## src/rtl/pipe_hazard_ctrl.sv

```systemverilog
// Pipeline hazard controller: load-use stall, taken-branch flush and a
// multi-cycle divide stall that freezes the whole pipeline.
module pipe_hazard_ctrl #(
   parameter int DIV_CYCLES = 32
) (
   input  logic        clk_i,
   input  logic        rst_i,
   input  logic [4:0]  id_rs_addr_i,
   input  logic [4:0]  id_rt_addr_i,
   input  logic        ex_memread_i,
   input  logic [4:0]  ex_rt_addr_i,
   input  logic        ex_branch_taken_i,
   input  logic        ex_div_start_i,
   output logic        pc_en_o,
   output logic        ifid_en_o,
   output logic        ifid_flush_o,
   output logic        idex_en_o,
   output logic        idex_flush_o,
   output logic        exmem_en_o,
   output logic        div_busy_o,
   output logic        div_done_o,
   output logic [31:0] stall_cycles_o
);

   typedef enum logic {RUN, DIV} state_t;

   // The start cycle is itself a stall cycle, so DIV only needs DIV_CYCLES-1 more.
   localparam logic [5:0] DIV_LOAD = 6'(DIV_CYCLES - 2);

   state_t      state_q, state_d;
   logic [5:0]  cnt_q, cnt_d;
   logic [31:0] stall_q, stall_d;
   logic        loadUse;
   logic        divStall;

   assign loadUse  = ex_memread_i && (ex_rt_addr_i != 5'd0) &&
                     ((ex_rt_addr_i == id_rs_addr_i) || (ex_rt_addr_i == id_rt_addr_i));
   assign divStall = (state_q == DIV) || ex_div_start_i;

   // Pipeline control: divide freeze beats branch flush beats load-use bubble.
   always_comb begin
      pc_en_o      = 1'b0;
      ifid_en_o    = 1'b0;
      ifid_flush_o = 1'b0;
      idex_en_o    = 1'b0;
      idex_flush_o = 1'b0;
      exmem_en_o   = 1'b0;
      div_busy_o   = 1'b0;
      div_done_o   = 1'b0;
      if (!rst_i) begin
         if (divStall) begin
            div_busy_o = 1'b1;
            div_done_o = (state_q == DIV) && (cnt_q == 6'd0);
         end else if (ex_branch_taken_i) begin
            pc_en_o      = 1'b1;
            ifid_en_o    = 1'b1;
            ifid_flush_o = 1'b1;
            idex_en_o    = 1'b1;
            idex_flush_o = 1'b1;
            exmem_en_o   = 1'b1;
         end else if (loadUse) begin
            idex_en_o    = 1'b1;
            idex_flush_o = 1'b1;
            exmem_en_o   = 1'b1;
         end else begin
            pc_en_o    = 1'b1;
            ifid_en_o  = 1'b1;
            idex_en_o  = 1'b1;
            exmem_en_o = 1'b1;
         end
      end
   end

   // Next-state for the divide sequencer and the saturating stall counter.
   always_comb begin
      state_d = state_q;
      cnt_d   = cnt_q;
      stall_d = stall_q;
      case (state_q)
         RUN: begin
            if (ex_div_start_i) begin
               state_d = DIV;
               cnt_d   = DIV_LOAD;
            end
         end
         DIV: begin
            if (cnt_q == 6'd0) begin
               state_d = RUN;
            end else begin
               cnt_d = cnt_q - 6'd1;
            end
         end
         default: state_d = RUN;
      endcase
      if (!pc_en_o && (stall_q != 32'hFFFF_FFFF)) begin
         stall_d = stall_q + 32'd1;
      end
   end

   always_ff @(posedge clk_i) begin
      if (rst_i) begin
         state_q <= RUN;
         cnt_q   <= 6'd0;
         stall_q <= 32'd0;
      end else begin
         state_q <= state_d;
         cnt_q   <= cnt_d;
         stall_q <= stall_d;
      end
   end

   assign stall_cycles_o = stall_q;

endmodule

```

## config.mk

```make
export PLATFORM = sky130hd
export DESIGN_NAME = pipe_hazard_ctrl
export DESIGN_NICKNAME = d
export VERILOG_FILES = /design/src/rtl/pipe_hazard_ctrl.sv
export SDC_FILE = /design/constraint.sdc
export NUM_CORES = 1
export LEC_CHECK = 0
export ABC_AREA = 1
export CORE_UTILIZATION = 46
export DETAILED_ROUTE_END_ITERATION = 10
export GPL_TIMING_DRIVEN = 0
export PLACE_DENSITY = 0.85
export SLEW_MARGIN = 20
export SYNTH_ARGS = -nofsm -noshare
export SYNTH_HDL_FRONTEND = slang
export SYNTH_SLANG_ARGS = --single-unit
```

## constraint.sdc

```tcl
create_clock -name clk_i -period 1.78 [get_ports clk_i]
set_input_delay 0.178 -clock clk_i [delete_from_list [all_inputs] [get_ports clk_i]]
set_output_delay 0.178 -clock clk_i [all_outputs]
set_load 0.005 [all_outputs]
```

==> impl_metrics.ini <==
[critical_path]
critPathArrivalTime_ns = 1.53
cp_data_required_time_ns = 1.60
crit_type = flip-flop to output port
rr_worst_depth = 10
crit_start = state_q
crit_fanout = 8
end_kind = output port
cp-start-kind = flip-flop
worst_r2r_endpoint = stall_cycles_o[13]
crit_path_end = ifid_en_o
r2r_setup_slack_ns = 0.09
r2r_start = stall_cycles_o[1]

[yosys]
synth_seq_area_share_pct = 28.40
synth_area_mm2 = 0.002749
synth_flop_cell = dfxtp_1
synth_top_cell_by_area = dfxtp_1
yosysTopAreaCellShare_pct = 28.40
synth_area_leaders = dfxtp_1, nand2_1, nand4_1
syn_nets = 471
ys_warn_count = 0
synth_edf_count = 0
synth-seq-cells = 39
avgSynthCellArea_um2 = 6.136
synthArstFlopShare_pct = 0
ys_types = 28
synth_cells = 448

[cells_and_area]
nets = 547
antenna_cells = 0
area_growth_pct = 35.18
final_cells = 597
n_fill_cell = 499
drive_above_1_share_pct = 13.90
regArea_um2 = 798.3
final_util_pct = 65.87
multi_input_comb_area_mm2 = 0.001805

[run_status]
outcome = finished, final reports clean

[detailed_routing]
routed_via_density = 5.405
final_antenna_net_count = 0
drt-total-wl_um = 8043
wl_per_cell_um = 13.47
firstDrtPassIters = 5
vias = 3227
drt_iter0_markers = 316
drcViolationCount = 0

[clock_tree]
htreeDepth = 2
insertion_delay_ns = 0.30
cts_root_buf = clkbuf_8
clk_pin_slew_worst_paths_ns = 0.07
cts_tree = yes
cts_sinks = 39
clock_path_buffers = 2
cts_buffers = 5

[flow_run]
max_cap_viol_count = 0

[sta]
finalSetupViolations = 0
post-route-period-util_pct = 96.06
finClkSkew_ns = 0.004025
report.final.hold_viol_count = 0
clock.fmax_mhz = 584.8
tightestPinTransition_ns = 0.4970
min_period_ns = 1.710
slew_viol_final = 0
max-slew-margin-rel_pct = 66.87

[power_and_ir_drop]
p_leak_uw = 0.001507
vdd_drop_max_v = 0.0004266
p_per_area_mw_per_mm2 = 533.9
totalPowerFinal_uw = 1984

[place]
finalWeightedCongestion = 1.016
port_buffers = 59
dpl.cell_count = 579
dp_hpwl_um = 6067

[grt]
grt_remaining_overflow = 0
grt_pass1_wl_um = 12590
first_global_vias = 2785
antenna_found_initial = 0
grt_max_degree = 12
grtUsageTotal_pct = 25.61

[die]
die-area_mm2 = 0.006289
ios = 60
start_util_pct = 48.72
die_w_um = 79.31
rows = 27
core_area_mm2 = 0.005642
die_h_um = 79.31

[min_path]
min_path_type = input port to flip-flop
whs_path_depth = 4
## routing by layer
metal	GRT usage [%]	vias to the layer above	wire [µm]
met2	43.28	129	3863
met5	0	-	0
met4	10.00	0	195
met3	4.713	20	529
met1	31.98	1471	3455
li1	-	1607	-
## final cells by class
| class | instances | area share (%) |
|---|---|---|
| flip-flops and latches | 39 | 21.48 |
| multi-input cells | 359 | 48.59 |
| plain buffers | 18 | 3.502 |
| inverters | 32 | 3.232 |
| well taps | 72 | 2.424 |
| clock buffers | 8 | 2.694 |
| repair buffers | 69 | 18.08 |
## critical path, cell delays in order, from the launching register on
cell and delay, ns:
dfxtp_4 0.36, nor2_4 0.12, inv_2 0.05, nor2_4 0.10
inv_2 0.06, nor2_4 0.11, inv_2 0.05, buf_6 0.13
nand2_2 0.06, clkdlybuf4s15_1 0.19
## through the flow
stage	setup TNS (ns)	area (µm²)	worst slack, ns	hold slack (ns)
after floorplan	0	2749	0.06251	0.3965
after global placement	-10.31	3430	-0.6634	0.4728
after detailed placement	-12.36	3430	-0.7094	0.4882
after CTS	-0.1279	3621	-0.1279	0.4707
after global routing	-0.04710	3716	-0.01222	0.4946
final	0	3716	0.07009	0.4702
## worst min-delay path by stage
stage	end	from	slack, ns
4_1_cts	cnt_q[5]	ex_div_start_i	0.47
6_report	cnt_q[5]	ex_div_start_i	0.47
2_1_floorplan	exmem_en_o	rst_i	0.40
3_3_place_gp	cnt_q[1]	state_q	0.47
5_1_grt	cnt_q[1]	state_q	0.49
3_5_place_dp	cnt_q[1]	state_q	0.49
## registers in the layout, indices dropped and copies added (netlist names)
| signal | cells |
|---|---|
| cnt_q | 6 |
| state_q | 1 |
| stall_cycles_o | 32 |
## kinds of logic (layout without fill, tap and decap cells)
family	after synthesis	after routing	synth area share (%)
AO/OA/AOI/OAI	43	43	8.284
XOR/XNOR	17	17	5.416
adder cells (fa/ha/maj)	3	3	1.366
buffers and inverters	50	127	8.102
flip-flops	39	39	28.40
AND/OR/NAND/NOR	296	296	48.43
## placed cells by master, fill, tap and decap left out, types with 3 or more instances in the layout
master           count
xor2_1              10
nand2_1            163
nor2_2               8
buf_2                5
xnor2_1              7
inv_1               25
nor2_1              55
inv_2                7
nor2_4               4
buf_4               13
dlymetal6s2s_1       9
a21oi_1             31
dfxtp_4              3
buf_6                4
dfxtp_2              5
o21ai_0              6
nand2_2              3
nand3b_1            16
clkbuf_8             7
nand4_1             37
a31oi_1              4
clkdlybuf4s50_1     39
clkbuf_1             4
dfxtp_1             31
dlygate4sd2_1        6
## where the power goes
group / internal [µW] / switching [µW] / total, µW / leakage (µW)
combinational: 175 / 204 / 379 / 0.00114
sequential: 902 / 31.1 / 933 / 0.000320
clock: 354 / 319 / 673 / 0.0000515
## synth_stat cells (6+ instances only)
| cell type | count |
|---|---|
| nor2_1 | 61 |
| o21ai_0 | 6 |
| xnor2_1 | 7 |
| inv_1 | 27 |
| nand4_1 | 37 |
| nand2_1 | 165 |
| xor2_1 | 10 |
| nand3b_1 | 16 |
| a21oi_1 | 31 |
| dfxtp_1 | 39 |
## timing repair
action,4_1_cts,5_1_grt
setup buffers,5,5
hold buffers,0,0
pin swaps,8,15
endpoints found under the setup margin,39,37
resized for setup,36,34
(Power assumes the default switching activity.)
